**config.mk**
```make
export PLATFORM = sky130hd
export DESIGN_NAME = ad_align_n_flat
export DESIGN_NICKNAME = d
export VERILOG_FILES = /design/src/rtl/ad_align_n_pkg.sv /design/src/rtl/ad_align_n_if.sv /design/src/rtl/ad_align_regs.sv /design/src/rtl/ad_align_n.sv /design/src/flat_wrapper.sv
export SDC_FILE = /design/constraint.sdc
export NUM_CORES = 1
export LEC_CHECK = 0
export BUFFER_PORTS_ARGS = -buffer_cell sky130_fd_sc_hd__buf_4
export CAP_MARGIN = 10
export CORE_AREA = 5 5 184 186
export DETAILED_ROUTE_END_ITERATION = 12
export DIE_AREA = 0 0 189 191
export PLACE_DENSITY = 0.77
export SLEW_MARGIN = 25
export SYNTH_ARGS = -nofsm -noshare
export SYNTH_HDL_FRONTEND = slang
export SYNTH_SLANG_ARGS = --single-unit
```
**constraint.sdc**
```tcl
create_clock -name clk_sys -period 7.6 [get_ports clk_sys]
set_input_delay 0.76 -clock clk_sys [delete_from_list [all_inputs] [get_ports clk_sys]]
set_output_delay 0.76 -clock clk_sys [all_outputs]
set_load 0.005 [all_outputs]
```
**src/rtl/ad_align_n_pkg.sv**
```systemverilog
// Shared definitions for the N-channel ADC sample aligner: register map, FSM encoding and
// reset values.
package ad_align_n_pkg;

  localparam logic [7:0] REG_MASK = 8'h00;
  localparam logic [7:0] REG_TO   = 8'h01;
  localparam logic [7:0] REG_MISS = 8'h02;
  localparam logic [7:0] REG_OVR  = 8'h03;

  localparam logic [7:0] TIMEOUT_RST = 8'h40;

  typedef enum logic [1:0] {
    StIdle    = 2'd0,
    StCollect = 2'd1,
    StEmit    = 2'd2
  } state_e;

endpackage

```
**src/rtl/ad_align_n_if.sv**
```systemverilog
// fx configuration bus shared by the aligner and its host.
interface ad_align_n_if;

  logic [15:0] fx_waddr;
  logic        fx_wr;
  logic [7:0]  fx_data;
  logic        fx_rd;
  logic [15:0] fx_raddr;
  logic [7:0]  fx_q;

  modport master (
    output fx_waddr, fx_wr, fx_data, fx_rd, fx_raddr,
    input  fx_q
  );

  modport slave (
    input  fx_waddr, fx_wr, fx_data, fx_rd, fx_raddr,
    output fx_q
  );

endinterface

```
**src/rtl/ad_align_regs.sv**
```systemverilog
// fx register block of the aligner: channel mask, timeout and the saturating
// miss/overwrite counters.
module ad_align_regs
  import ad_align_n_pkg::*;
#(
  parameter int unsigned N_CH = 3
) (
  input  logic            clk_sys,
  input  logic            rst_n,
  ad_align_n_if.slave     fx,
  input  logic [5:0]      mod_id,
  input  logic            miss_inc,
  input  logic [3:0]      ovr_add,
  output logic [N_CH-1:0] mask,
  output logic [7:0]      timeout
);

  logic [N_CH-1:0] mask_q;
  logic [7:0]      to_q, miss_q, ovr_q, rdata, mask_rd;
  logic            wsel, rsel, clr;
  logic [8:0]      ovr_sum;
  logic            unused_addr;

  assign mask        = mask_q;
  assign timeout     = to_q;
  assign unused_addr = ^{fx.fx_waddr[15:14], fx.fx_raddr[15:14]};

  always_comb begin
    wsel    = fx.fx_wr && (fx.fx_waddr[13:8] == mod_id);
    rsel    = fx.fx_rd && (fx.fx_raddr[13:8] == mod_id);
    // Writing either counter offset clears both counters.
    clr     = wsel && ((fx.fx_waddr[7:0] == REG_MISS) || (fx.fx_waddr[7:0] == REG_OVR));
    mask_rd = '0;
    mask_rd[N_CH-1:0] = mask_q;
    ovr_sum = {1'b0, ovr_q} + {5'b0, ovr_add};
    case (fx.fx_raddr[7:0])
      REG_MASK: rdata = mask_rd;
      REG_TO:   rdata = to_q;
      REG_MISS: rdata = miss_q;
      REG_OVR:  rdata = ovr_q;
      default:  rdata = '0;
    endcase
  end

  always_ff @(posedge clk_sys or negedge rst_n) begin
    if (!rst_n) begin
      mask_q  <= '1;
      to_q    <= TIMEOUT_RST;
      miss_q  <= '0;
      ovr_q   <= '0;
      fx.fx_q <= '0;
    end else begin
      if (wsel && (fx.fx_waddr[7:0] == REG_MASK)) mask_q <= fx.fx_data[N_CH-1:0];
      if (wsel && (fx.fx_waddr[7:0] == REG_TO))   to_q   <= fx.fx_data;
      if (clr) begin
        miss_q <= '0;
        ovr_q  <= '0;
      end else begin
        if (miss_inc && (miss_q != 8'hff)) miss_q <= miss_q + 8'd1;
        ovr_q <= ovr_sum[8] ? 8'hff : ovr_sum[7:0];
      end
      fx.fx_q <= rsel ? rdata : '0;
    end
  end

endmodule

```
**src/rtl/ad_align_n.sv**
```systemverilog
// Collects one sample per enabled ADC channel into a timestamped frame and replays it as a
// serial per-channel stream, with a us-based timeout for channels that never arrive.
module ad_align_n
  import ad_align_n_pkg::*;
#(
  parameter int unsigned N_CH = 3,
  parameter int unsigned DW   = 24
) (
  input  logic             clk_sys,
  input  logic             rst_n,
  input  logic             pluse_us,
  input  logic [N_CH*DW-1:0] ad_data,
  input  logic [N_CH-1:0]  ad_vld,
  input  logic [31:0]      utc_sec,
  input  logic [31:0]      now_ns,
  output logic [DW-1:0]    out_data,
  output logic [2:0]       out_ch,
  output logic             out_vld,
  output logic             out_sof,
  output logic             out_eof,
  output logic             out_miss,
  output logic [31:0]      out_utc,
  output logic [31:0]      out_ns,
  ad_align_n_if.slave      fx,
  input  logic [5:0]       mod_id
);

  state_e          state_q, state_d;
  logic [N_CH-1:0] cfg_mask, mask_q, flag_q, flag_d, pend_q, pend_d, buf_full_q;
  logic [N_CH-1:0] cap, cap_en, sel_oh;
  logic [7:0]      cfg_to, us_cnt_q;
  logic [DW-1:0]   hold_q [N_CH];
  logic [DW-1:0]   buf_q  [N_CH];
  logic            first_q, early_q;
  logic [31:0]     frame_utc_q, frame_ns_q, early_utc_q, early_ns_q;
  logic            start, go_emit, emitting, all_full, timeout_hit, miss_inc, sel_full;
  logic [3:0]      ovr_add;
  logic [2:0]      sel_idx;
  logic [DW-1:0]   sel_data;

  ad_align_regs #(
    .N_CH(N_CH)
  ) u_regs (
    .clk_sys (clk_sys),
    .rst_n   (rst_n),
    .fx      (fx),
    .mod_id  (mod_id),
    .miss_inc(miss_inc),
    .ovr_add (ovr_add),
    .mask    (cfg_mask),
    .timeout (cfg_to)
  );

  // In IDLE the live mask gates capture; afterwards the mask latched for the frame does.
  always_comb begin
    cap_en      = (state_q == StIdle) ? cfg_mask : mask_q;
    cap         = ad_vld & cap_en;
    all_full    = (flag_q & mask_q) == mask_q;
    timeout_hit = pluse_us && (({1'b0, us_cnt_q} + 9'd1) >= {1'b0, cfg_to});
    flag_d      = go_emit ? cap : (flag_q | cap);
    ovr_add     = '0;
    if (!go_emit) begin
      for (int k = 0; k < int'(N_CH); k++) begin
        if (cap[k] && flag_q[k]) ovr_add = ovr_add + 4'd1;
      end
    end
  end

  // Lowest pending channel is emitted next.
  always_comb begin
    sel_idx  = '0;
    sel_oh   = '0;
    sel_data = '0;
    sel_full = 1'b0;
    for (int k = int'(N_CH) - 1; k >= 0; k--) begin
      if (pend_q[k]) begin
        sel_idx     = 3'(k);
        sel_oh      = '0;
        sel_oh[k]   = 1'b1;
        sel_data    = buf_q[k];
        sel_full    = buf_full_q[k];
      end
    end
    pend_d   = pend_q & ~sel_oh;
    miss_inc = emitting && !sel_full;
  end

  always_comb begin
    state_d  = state_q;
    start    = 1'b0;
    go_emit  = 1'b0;
    emitting = 1'b0;
    unique case (state_q)
      StIdle: begin
        if ((cfg_mask != '0) && ((cap != '0) || early_q)) begin
          state_d = StCollect;
          start   = 1'b1;
        end
      end
      StCollect: begin
        if (all_full || timeout_hit) begin
          state_d = StEmit;
          go_emit = 1'b1;
        end
      end
      StEmit: begin
        emitting = 1'b1;
        if (pend_d == '0) state_d = StIdle;
      end
      default: state_d = StIdle;
    endcase
  end

  always_ff @(posedge clk_sys or negedge rst_n) begin
    if (!rst_n) begin
      state_q     <= StIdle;
      mask_q      <= '0;
      flag_q      <= '0;
      pend_q      <= '0;
      buf_full_q  <= '0;
      first_q     <= 1'b0;
      early_q     <= 1'b0;
      us_cnt_q    <= '0;
      frame_utc_q <= '0;
      frame_ns_q  <= '0;
      early_utc_q <= '0;
      early_ns_q  <= '0;
      out_vld     <= 1'b0;
      out_sof     <= 1'b0;
      out_eof     <= 1'b0;
      out_miss    <= 1'b0;
      out_ch      <= '0;
      out_data    <= '0;
      out_utc     <= '0;
      out_ns      <= '0;
    end else begin
      state_q <= state_d;
      flag_q  <= flag_d;
      if (start) begin
        mask_q      <= cfg_mask;
        us_cnt_q    <= '0;
        early_q     <= 1'b0;
        frame_utc_q <= early_q ? early_utc_q : utc_sec;
        frame_ns_q  <= early_q ? early_ns_q : now_ns;
      end else if ((state_q == StCollect) && pluse_us && (us_cnt_q != 8'hff)) begin
        us_cnt_q <= us_cnt_q + 8'd1;
      end
      // A capture after the frame closed opens the next frame; remember when it arrived.
      if ((go_emit || emitting) && (cap != '0) && !early_q) begin
        early_q     <= 1'b1;
        early_utc_q <= utc_sec;
        early_ns_q  <= now_ns;
      end
      if (go_emit) begin
        buf_full_q <= flag_q & mask_q;
        pend_q     <= mask_q;
        first_q    <= 1'b1;
      end else if (emitting) begin
        pend_q  <= pend_d;
        first_q <= 1'b0;
      end
      out_vld  <= emitting;
      out_sof  <= emitting && first_q;
      out_eof  <= emitting && (pend_d == '0);
      out_miss <= miss_inc;
      out_ch   <= emitting ? sel_idx : '0;
      out_data <= (emitting && sel_full) ? sel_data : '0;
      if (emitting) begin
        out_utc <= frame_utc_q;
        out_ns  <= frame_ns_q;
      end
    end
  end

  always_ff @(posedge clk_sys or negedge rst_n) begin
    if (!rst_n) begin
      for (int k = 0; k < int'(N_CH); k++) begin
        hold_q[k] <= '0;
        buf_q[k]  <= '0;
      end
    end else begin
      for (int k = 0; k < int'(N_CH); k++) begin
        if (cap[k])  hold_q[k] <= ad_data[k*DW +: DW];
        if (go_emit) buf_q[k]  <= hold_q[k];
      end
    end
  end

endmodule

```
**src/flat_wrapper.sv**
```systemverilog
// flat-port wrapper written by rule: the top's interface ports become plain ports
module ad_align_n_flat import ad_align_n_pkg::*;
#(
  parameter int unsigned N_CH = 3,
  parameter int unsigned DW   = 24
)
  (clk_sys, rst_n, pluse_us, ad_data, ad_vld, utc_sec, now_ns, out_data, out_ch, out_vld, out_sof, out_eof, out_miss, out_utc, out_ns, mod_id, fx_fx_waddr, fx_fx_wr, fx_fx_data, fx_fx_rd, fx_fx_raddr, fx_fx_q);
  ad_align_n_if fx_i ();
  input  logic clk_sys;
  input  logic rst_n;
  input  logic pluse_us;
  input  logic [N_CH*DW-1:0] ad_data;
  input  logic [N_CH-1:0] ad_vld;
  input  logic [31:0] utc_sec;
  input  logic [31:0] now_ns;
  output logic [DW-1:0] out_data;
  output logic [2:0] out_ch;
  output logic out_vld;
  output logic out_sof;
  output logic out_eof;
  output logic out_miss;
  output logic [31:0] out_utc;
  output logic [31:0] out_ns;
  input  logic [5:0] mod_id;
  input wire logic [$bits(fx_i.fx_waddr)-1:0] fx_fx_waddr;
  input wire logic [$bits(fx_i.fx_wr)-1:0] fx_fx_wr;
  input wire logic [$bits(fx_i.fx_data)-1:0] fx_fx_data;
  input wire logic [$bits(fx_i.fx_rd)-1:0] fx_fx_rd;
  input wire logic [$bits(fx_i.fx_raddr)-1:0] fx_fx_raddr;
  output wire logic [$bits(fx_i.fx_q)-1:0] fx_fx_q;
  assign fx_i.fx_waddr = fx_fx_waddr;
  assign fx_i.fx_wr = fx_fx_wr;
  assign fx_i.fx_data = fx_fx_data;
  assign fx_i.fx_rd = fx_fx_rd;
  assign fx_i.fx_raddr = fx_fx_raddr;
  assign fx_fx_q = fx_i.fx_q;
  ad_align_n #(.N_CH(N_CH), .DW(DW)) u_core (.clk_sys(clk_sys), .rst_n(rst_n), .pluse_us(pluse_us), .ad_data(ad_data), .ad_vld(ad_vld), .utc_sec(utc_sec), .now_ns(now_ns), .out_data(out_data), .out_ch(out_ch), .out_vld(out_vld), .out_sof(out_sof), .out_eof(out_eof), .out_miss(out_miss), .out_utc(out_utc), .out_ns(out_ns), .fx(fx_i), .mod_id(mod_id));
endmodule
```
Word level (Yosys, flattened, before mapping)

Index checks and enable logic that the tools add are counted.

Register bits after elaboration: 426
Bits of input ports: 190
Output and inout bits: 103
Logic and storage cells: 142

$add $sub $neg: 6
Order comparisons: 1
Equality and inequality tests: 16
Muxes and demuxes: 47
Bitwise operators: 5
Reduce and logical (&&, ||, !) cells: 36

Operator list:

| kind                | number |
|---|---|
| $mux 24             | 4 |
| $mux 32             | 2 |
| $mux 8              | 7 |
| $eq 8x2->1 const B  | 4 |
| $pmux 8 s4          | 1 |
| $mux 3              | 7 |
| $mux 4              | 5 |
| $logic_and 1x1->1   | 19 |
| $add 8x1->8 const B | 2 |
| $eq 8x1->1 const B  | 2 |
| $logic_not 8->1     | 2 |
| $ne 8x8->1 const B  | 2 |
| $mux 2              | 7 |
| $mux 1              | 13 |
| $eq 6x6->1          | 2 |
| $add 8x1->9 const B | 1 |
| $add 8x4->9         | 1 |
| $and 3x3->3         | 3 |
| $ge 9x8->1          | 1 |
| $add 4x1->4 const B | 2 |
| $reduce_bool 2->1   | 4 |
| $pmux 2 s3          | 1 |
| $reduce_bool 3->1   | 2 |
| $logic_or 1x1->1    | 4 |
| other kinds (11)    | 13 |

Depth between registers and ports, before layout

Gate-level depths: netlist of the first run.

Depth in word-level cells: 16
Mapped depth: 21

Modules after synthesis

A second synthesis of the first run with hierarchy kept.

Cells, all modules: 1531
Area, all modules: 17862.1 µm²

Modules (own cells, without submodules):

| module        | times used | cells each | area each (µm²) | seq. area each (µm²) |
|---|---|---|---|---|
| ad_align_n    | 1          | 1363       | 15927.8         | 9759.4 |
| ad_align_regs | 1          | 168        | 1934.4          | 880.8 |

Worst setup path after synthesis of the first run

No wires, ideal clock.

Path type: flip-flop to flip-flop
From: reg u_core.us_cnt_q[0]
To: reg u_core.u_regs.ovr_q[5]
Data arrival time: 3.988 ns
Data required time: 7.438 ns
Setup slack: 3.450 ns
Stages on the path, launching flop included: 21
Path buffers: 4
Cells stage by stage: dfrtp_1 ha_1 and3_1 clkbuf_1 and3_1 xor2_1 ha_1 a21o_1 a221oi_1 nand2_1 o31a_1 buf_2 buf_4 buf_2 a21oi_1 ha_1 a21o_1 a21oi_1 nor2_1 xnor2_1 a21oi_1

Word-level cells in the longest chain between the ends: 10

RTL lines:

| what                   | RTL line            | text |
|---|---|---|
| from (decl)            | ad_align_n.sv:31    | `logic [7:0] cfg_to, us_cnt_q;` |
| from (signal assigned) | ad_align_n.sv:146   | `us_cnt_q <= us_cnt_q + 8'd1;` |
| $add 8x1->9            | ad_align_n.sv:59    | `timeout_hit = pluse_us && (({1'b0, us_cnt_q} + 9'd1) >= {1'b0, cfg_to});` |
| $ge 9x8->1             | ad_align_n.sv:59    |  |
| $logic_and 1x1->1      | ad_align_n.sv:59    |  |
| $logic_or 1x1->1       | ad_align_n.sv:101   | `if (all_full \|\| timeout_hit) begin` |
| $mux 1                 | ad_align_n.sv:101   |  |
| $mux 1                 | ad_align_n.sv:93    | `unique case (state_q)` |
| $mux 4                 | ad_align_n.sv:62    | `if (!go_emit) begin` |
| $add 8x4->9            | ad_align_regs.sv:35 | `ovr_sum = {1'b0, ovr_q} + {5'b0, ovr_add};` |
| $mux 8                 | ad_align_regs.sv:60 | `ovr_q <= ovr_sum[8] ? 8'hff : ovr_sum[7:0];` |
| $mux 8                 | ad_align_regs.sv:55 | `if (clr) begin` |
| to (signal assigned)   | ad_align_regs.sv:60 |  |
| to (decl)              | ad_align_regs.sv:19 | `logic [7:0] to_q, miss_q, ovr_q, rdata, mask_rd;` |

No other way between the ends.
A chain may end at the register's enable or synchronous reset.

Final worst setup path of the first run

Ends and elaborated chain as after synthesis.

==> results of run 1 <==
==> through the flow <==
stage | std cells | area (sq um)
final | 2198 | 22000
after global routing | 2198 | 22000
after CTS | 2198 | 22000
after detailed placement | 2118 | 20400
after global placement | 2118 | 20400
after floorplan | 1492 | 18000
==> state kept, by name, summed over array words and instances (netlist names), 8 cells and up <==
signal                 flops
u_core.frame_utc_q        32
u_core.out_utc            32
u_core.out_ns             32
u_core.hold_q             72
u_core.u_regs.timeout      8
u_core.early_ns_q         32
u_core.frame_ns_q         32
u_core.u_regs.fx.fx_q      8
u_core.u_regs.ovr_q        8
u_core.buf_q              72
u_core.out_data           24
u_core.u_regs.miss_q       8
u_core.early_utc_q        32
u_core.us_cnt_q            8
==> critical path: cells and delay by family, from the launching register on <==
kind | cells | cell delay, ns
compound gates | 7 | 1.88
fa+ha+maj | 3 | 0.82
simple gates | 4 | 0.77
xor+xnor | 2 | 0.28
flops | 1 | 0.42
==> report_power, final <==
group | switching, mW | internal (mW) | total (mW)
combinational | 0.120 | 0.119 | 0.239
sequential | 0.0251 | 2.29 | 2.31
clock | 0.871 | 1.38 | 2.25
==> area by class of cell <==
cell class              instances  area, sq um
clock inverters                17          228
clock buffers                  63         1330
fillers                      2369        10100
flip-flops and latches        425        10600
well taps                     408          510
multi-input cells             959         6880
inverters                      22         82.6
repair buffers                304         2310
==> cell usage in the layout (no fill, tap or decap), types with 7 or more instances in the layout <==
cell type and n:
o21a_1 8, buf_4 301, nor2_1 82, clkinv_2 9, o21ai_1 24, a22oi_1 29
inv_1 20, clkbuf_16 46, mux2_1 30, a21oi_1 34, nand4_1 9, mux2_4 49
xnor2_1 9, clkbuf_8 11, mux2i_1 72, nand2_1 290, mux2_2 141, ha_1 15
and3_1 8, o21ai_0 56, dfrtp_1 419, nand3_1 7, xor2_1 26
==> synthesized netlist by cell type (7+ instances only) <==
library cell  instances
a21oi_1              34
a22oi_1              29
and3_1                8
buf_1                14
buf_2                24
buf_6                 8
clkbuf_1             36
dfrtp_1             421
ha_1                 15
inv_1                20
mux2_1               30
mux2_2              141
mux2_4               49
mux2i_1              72
nand2_1             290
nand3_1               7
nand4_1               9
nor2_1               82
nor2b_1               7
o21a_1                8
o21ai_0              56
o21ai_1              24
xnor2_1               9
xor2_1               26
==> path summary, 6_finish.rpt <==
path | from | end | slack (ns) | cells after the start
setup / recovery | u_core.us_cnt_q[0] | u_core.u_regs.ovr_q[5] | 3.34 | 16
setup reg to reg | u_core.us_cnt_q[0] | u_core.u_regs.ovr_q[5] | 3.34 | 16
min in group clk_sys | fx_fx_waddr[1] | u_core.u_regs.miss_q[7] | 0.42 | 2
hold / removal | rst_n | u_core.u_regs.fx.fx_q[4] | 0.21 | 1
hold reg to reg | u_core.frame_ns_q[25] | u_core.out_ns[25] | 0.46 | 2
max in group asynchronous | rst_n | u_core.frame_ns_q[27] | 6.05 | 2
==> cell families after synthesis <==
kind of cell / after synthesis / synth area share, %
other cells: 1 / 0.0208
buf+inv: 108 / 2.84
flops: 425 / 59.1
mux: 295 / 19.2
compound gates: 174 / 5.86
fa+ha+maj: 17 / 1.21
xor+xnor: 35 / 1.70
simple gates: 437 / 10.1
==> layer usage <==
layer	wire length [microns]	global-route usage, %
met1	17500	30.0
met2	19000	36.6
met5	0	0
met4	835	5.69
met3	2980	6.59
==> run metrics, run 1 <==
mean post-synth cell area 12.1 sq um; f_max 0.235 GHz; RSZ-0062 raised after global routing false; Tot Pwr 4.81 mW; Net Count, Synth 1698; HPWL after DPL 26100 microns; critical path startpoint category flop; maximum vdd drop 0.000166 V; Final WS setup 3.34 ns; final net count 1962; DR iter-0 viols 711; Tmin final 4.26 ns; Core Region 32100 sq um; Starting Density 56.0%; CTS tree done; dominant register cell in the synthesized netlist dfrtp_1; GRT Overall Usage 22.4%; Antenna Nets Post-Route 0; CTS Root Cell clkbuf_16; Setup violations, final 0; post-synthesis cell type count 59; GP Congestion 0.797; leak pwr 11.7 nW; max incr delay on CP 0.57 ns; WP data required 8.05 ns; area grow syn2layout 22.2%; initial antenna violation count 0; Via density 5.40; setup slack at placement 3.32 ns; chip width 189 microns; H-tree levels 2; global-route wire length before repair 66400 microns; final hold violations 0; worst min-delay path class input port to asynchronous set/reset pin; Async SR Flop Fraction 100%; relative slew slack 34.7%; Worst Path Arrival 4.72 ns; Worst Skew 0.0140 ns; # Max-Cap Violations 0; n_diodes 0; die area 36100 sq um; setup TNS 0 ns; DRC Markers 0; Slew @ Worst Pin 0.979 ns; final WL 40300 microns; DR vias 11.9k; slowest stage cell, crit path o31a_2; routed len/inst 18.3 microns; Min Hold Slack 0.206 ns; highest fanout seen on the critical path 21; Final period util 56.1%; status finished, final reports clean; synthesized cell area 18000 sq um; EDFF count, synth 0; P per Cell Area 219 nW/um^2; crit-path cells ha_1, and3_1, and3_1, xor2_1, ha_1, a21o_1, a221oi_1, nand2_1, o31a_2, a21oi_1, ha_1, a21o_1, a21oi_1, nor2_1, xnor2_1, a21oi_1; # IOs 293; pin count of the biggest net entering global routing 174; post-cts resize count 0; DRT Pass-1 Iters 5; fin util 68.4%; CTS clk-pin slew, worst paths 0.06 ns; Synth area leaders dfrtp_1 59%, mux2_2 8.8%, nand2_1 6.0%, mux2_4 4.1%, mux2i_1 4.0%; crit end category flop; Cells after Synth 1492; post-CTS setup buffers 0; Seq/Total Area, Yosys 59.1%; Num Clock Sinks 425; worst-skew pair later-pin latency 0.54 ns; clk buf depth 3; WS Path Type flop to flop; Site Rows 66; Chip Height 191 microns; total CTS buffers 44; Yosys reg bits 425; hold buffer count at cts 0; total gr overflow 0; Yosys warning total 0; IO buf count 287; layout cell share with drive strength beyond 1 32.7%; largest area contributor in the netlist dfrtp_1; vias in the first global route 12.7k; share of the synthesized area in the top cell type 58.5%; Slew Limit Fails 0
Note: power is estimated with default switching activity, not from simulation.
==> run 2: changes to the inputs <==
==> constraint.sdc (replaced) <==
create_clock -name clk_sys -period 4.2 [get_ports clk_sys]
set_input_delay 0.42 -clock clk_sys [delete_from_list [all_inputs] [get_ports clk_sys]]
set_output_delay 0.42 -clock clk_sys [all_outputs]
set_load 0.005 [all_outputs]
==> run 2 against run 1 <==
Compared with the run above:
- combinational power is 80% higher
- register-to-register slack worse by 3.1 ns
- clock skew is 0.0052 ns higher
- largest power group unchanged
- critical path type unchanged
- worst setup slack worse by 3.1 ns
- utilization is 0.11 points higher
- clock-buffer cell count is 5 higher
- sequential power is 82% higher
- critical endpoint is now u_core.u_regs.ovr_q[6]
- routed wire length is 2.0% higher
- highest routed layer unchanged
==> run metrics, run 2 (synthesis results as in run 1) <==
status finished, final reports clean (unchanged); Slew @ Worst Pin 1.00 ns (was 0.979 ns); DRC Markers 0 (unchanged); Gate power share 5.0% (about the same); area of the multi-input gates 6880 sq um (unchanged); vias in the first global route 12.8k (was 12.7k); CTS Root Cell clkbuf_16 (unchanged); Sw Ratio 21.8% (was 21.1%); DRT Pass-1 Iters 4 (was 5); final hold violations 0 (unchanged); Worst Path Arrival 4.35 ns (was 4.72 ns); Setup violations, final 0 (unchanged); Min Hold Slack 0.0726 ns (was 0.206 ns); worst-skew pair later-pin latency 0.54 ns (about the same); chip width 189 microns (unchanged); DR vias 11.9k (about the same); GRT Overall Usage 22.6% (was 22.4%); HPWL after DPL 27000 microns (was 26100 microns); Placed Instance Area 20500 sq um (was 20400 sq um); area grow syn2layout 22.4% (was 22.2%); leak pwr 11.7 nW (about the same); # IOs 293 (unchanged); relative slew slack 32.7% (was 34.7%); WP data required 4.62 ns (was 8.05 ns); Top Registers u_core.buf_q: 72 flops, u_core.hold_q: 72 flops (unchanged); P per Cell Area 390 nW/um^2 (was 219 nW/um^2); critical path startpoint category flop (unchanged); Via density 5.41 (was 5.40); worst min-delay path class input port to flop (was input port to asynchronous set/reset pin); H-tree levels 2 (unchanged); WS Path Type flop to flop (unchanged); DR iter-0 viols 613 (was 711); Slew Limit Fails 0 (unchanged); total CTS buffers 44 (unchanged); # Max-Cap Violations 0 (unchanged); maximum vdd drop 0.000286 V (was 0.000166 V); clk buf depth 3 (unchanged); Tmin final 3.93 ns (was 4.26 ns); Internal Pwr Total 6.71 mW (was 3.79 mW); Antenna Nets Post-Route 0 (unchanged); most frequent cells in the layout 419 x dfrtp_1, 302 x buf_4, 290 x nand2_1 (was 419 x dfrtp_1, 301 x buf_4, 290 x nand2_1); total gr overflow 0 (unchanged); final net count 1968 (was 1962); layout cell share with drive strength beyond 1 32.9% (was 32.7%); Worst Skew 0.0192 ns (was 0.0140 ns); initial antenna violation count 0 (unchanged); global-route wire length before repair 66600 microns (was 66400 microns); Final period util 93.6% (was 56.1%); fin util 68.6% (was 68.4%); post-route cell area 22000 sq um (about the same); switching power 1.87 mW (was 1.02 mW); pin count of the biggest net entering global routing 132 (was 174); Reg area 10600 sq um (about the same); commonest non-fill, non-tap cell in the layout dfrtp_1 (unchanged); sequential share of power 48.9% (was 48.1%); setup TNS 0 ns (unchanged); GP Congestion 0.799 (was 0.797); Site Rows 66 (unchanged); Chip Height 191 microns (unchanged); CTS tree done (unchanged); fillcell total 2301 (was 2369); routed len/inst 18.6 microns (was 18.3 microns); f_max 0.254 GHz (was 0.235 GHz); Num Clock Sinks 425 (unchanged); final WL 41100 microns (was 40300 microns); highest fanout seen on the critical path 5 (was 21); n_diodes 0 (unchanged); Core Region 32100 sq um (unchanged); crit end category flop (unchanged); IO buf count 287 (unchanged); die area 36100 sq um (unchanged); CTS clk-pin slew, worst paths 0.06 ns (about the same); clock power share 46.1% (was 46.9%); Starting Density 56.0% (unchanged)
-- run 2: what timing repair did --
action,CTS,global route
setup endpoints to repair,0,5
gates resized for setup,0,3
hold endpoints to repair,75,0
hold buffers,1,0
buffers inserted,0,0
-- run 2: routing by layer --
metal | vias to the layer above | global-route usage (%) | wire length [microns]
met2 | 338 | 36.5 | 19400
met1 | 5937 | 30.0 | 17600
met4 | 0 | 5.97 | 880
met5 | - | 0 | 0
met3 | 67 | 7.18 | 3230
li1 | 5602 | - | -
-- run 2: cell type report --
class / instances / share of cell area [%]
sequential: 425 / 48.3
clock buffer: 68 / 6.14
tap: 408 / 2.32
clock inverter: 14 / 0.619
multi-input combinational: 959 / 31.2
inverter: 22 / 0.375
timing repair buffer: 310 / 11.0
-- run 2: worst max-delay path, cell delays in order, from the launching register on --
cell and delay (ns):
dfrtp_1 0.42, ha_1 0.25, and3_2 0.25, and3_1 0.22
xor2_1 0.15, ha_1 0.29, a21o_1 0.16, a221oi_1 0.28
nand2_1 0.11, o31a_2 0.38, nor3_1 0.21, ha_1 0.29
and2_1 0.18, o211ai_1 0.31, nor2_1 0.11, mux2i_1 0.16
nor2_1 0.06
-- run 2: stage by stage --
step	std cells	worst slack [ns]	power [mW]
floorplan	1492	0.0503	4.42
global placement	2123	0.356	4.69
detailed placement	2123	0.328	4.71
CTS	2206	0.315	8.65
global route	2206	-0.0171	8.87
finish	2206	0.269	8.58
-- run 2: worst paths after layout --
check                           cells past startpoint                  endpoint  slack, ns              startpoint
worst max-delay path                               16    u_core.u_regs.ovr_q[6]       0.27      u_core.us_cnt_q[0]
worst min-delay path                                2   u_core.u_regs.miss_q[7]       0.07          fx_fx_waddr[1]
worst max register to register                     16    u_core.u_regs.ovr_q[6]       0.27      u_core.us_cnt_q[0]
worst min register to register                      2        u_core.out_utc[26]       0.46  u_core.frame_utc_q[26]
max in group asynchronous                           3  u_core.u_regs.timeout[6]       2.73                   rst_n
min in group asynchronous                           2   u_core.u_regs.miss_q[4]       0.46                   rst_n
-- run 2: power by group through the flow --
| stage | combinational [mW] | sequential, mW | clock [mW] |
|---|---|---|---|
| after detailed placement | 0.435 | 4.27 | 0 |
| after global placement | 0.425 | 4.27 | 0 |
| after global routing | 0.475 | 4.20 | 4.19 |
| final | 0.430 | 4.20 | 3.95 |
| after CTS | 0.440 | 4.20 | 4.01 |
| after floorplan | 0.185 | 4.23 | 0 |
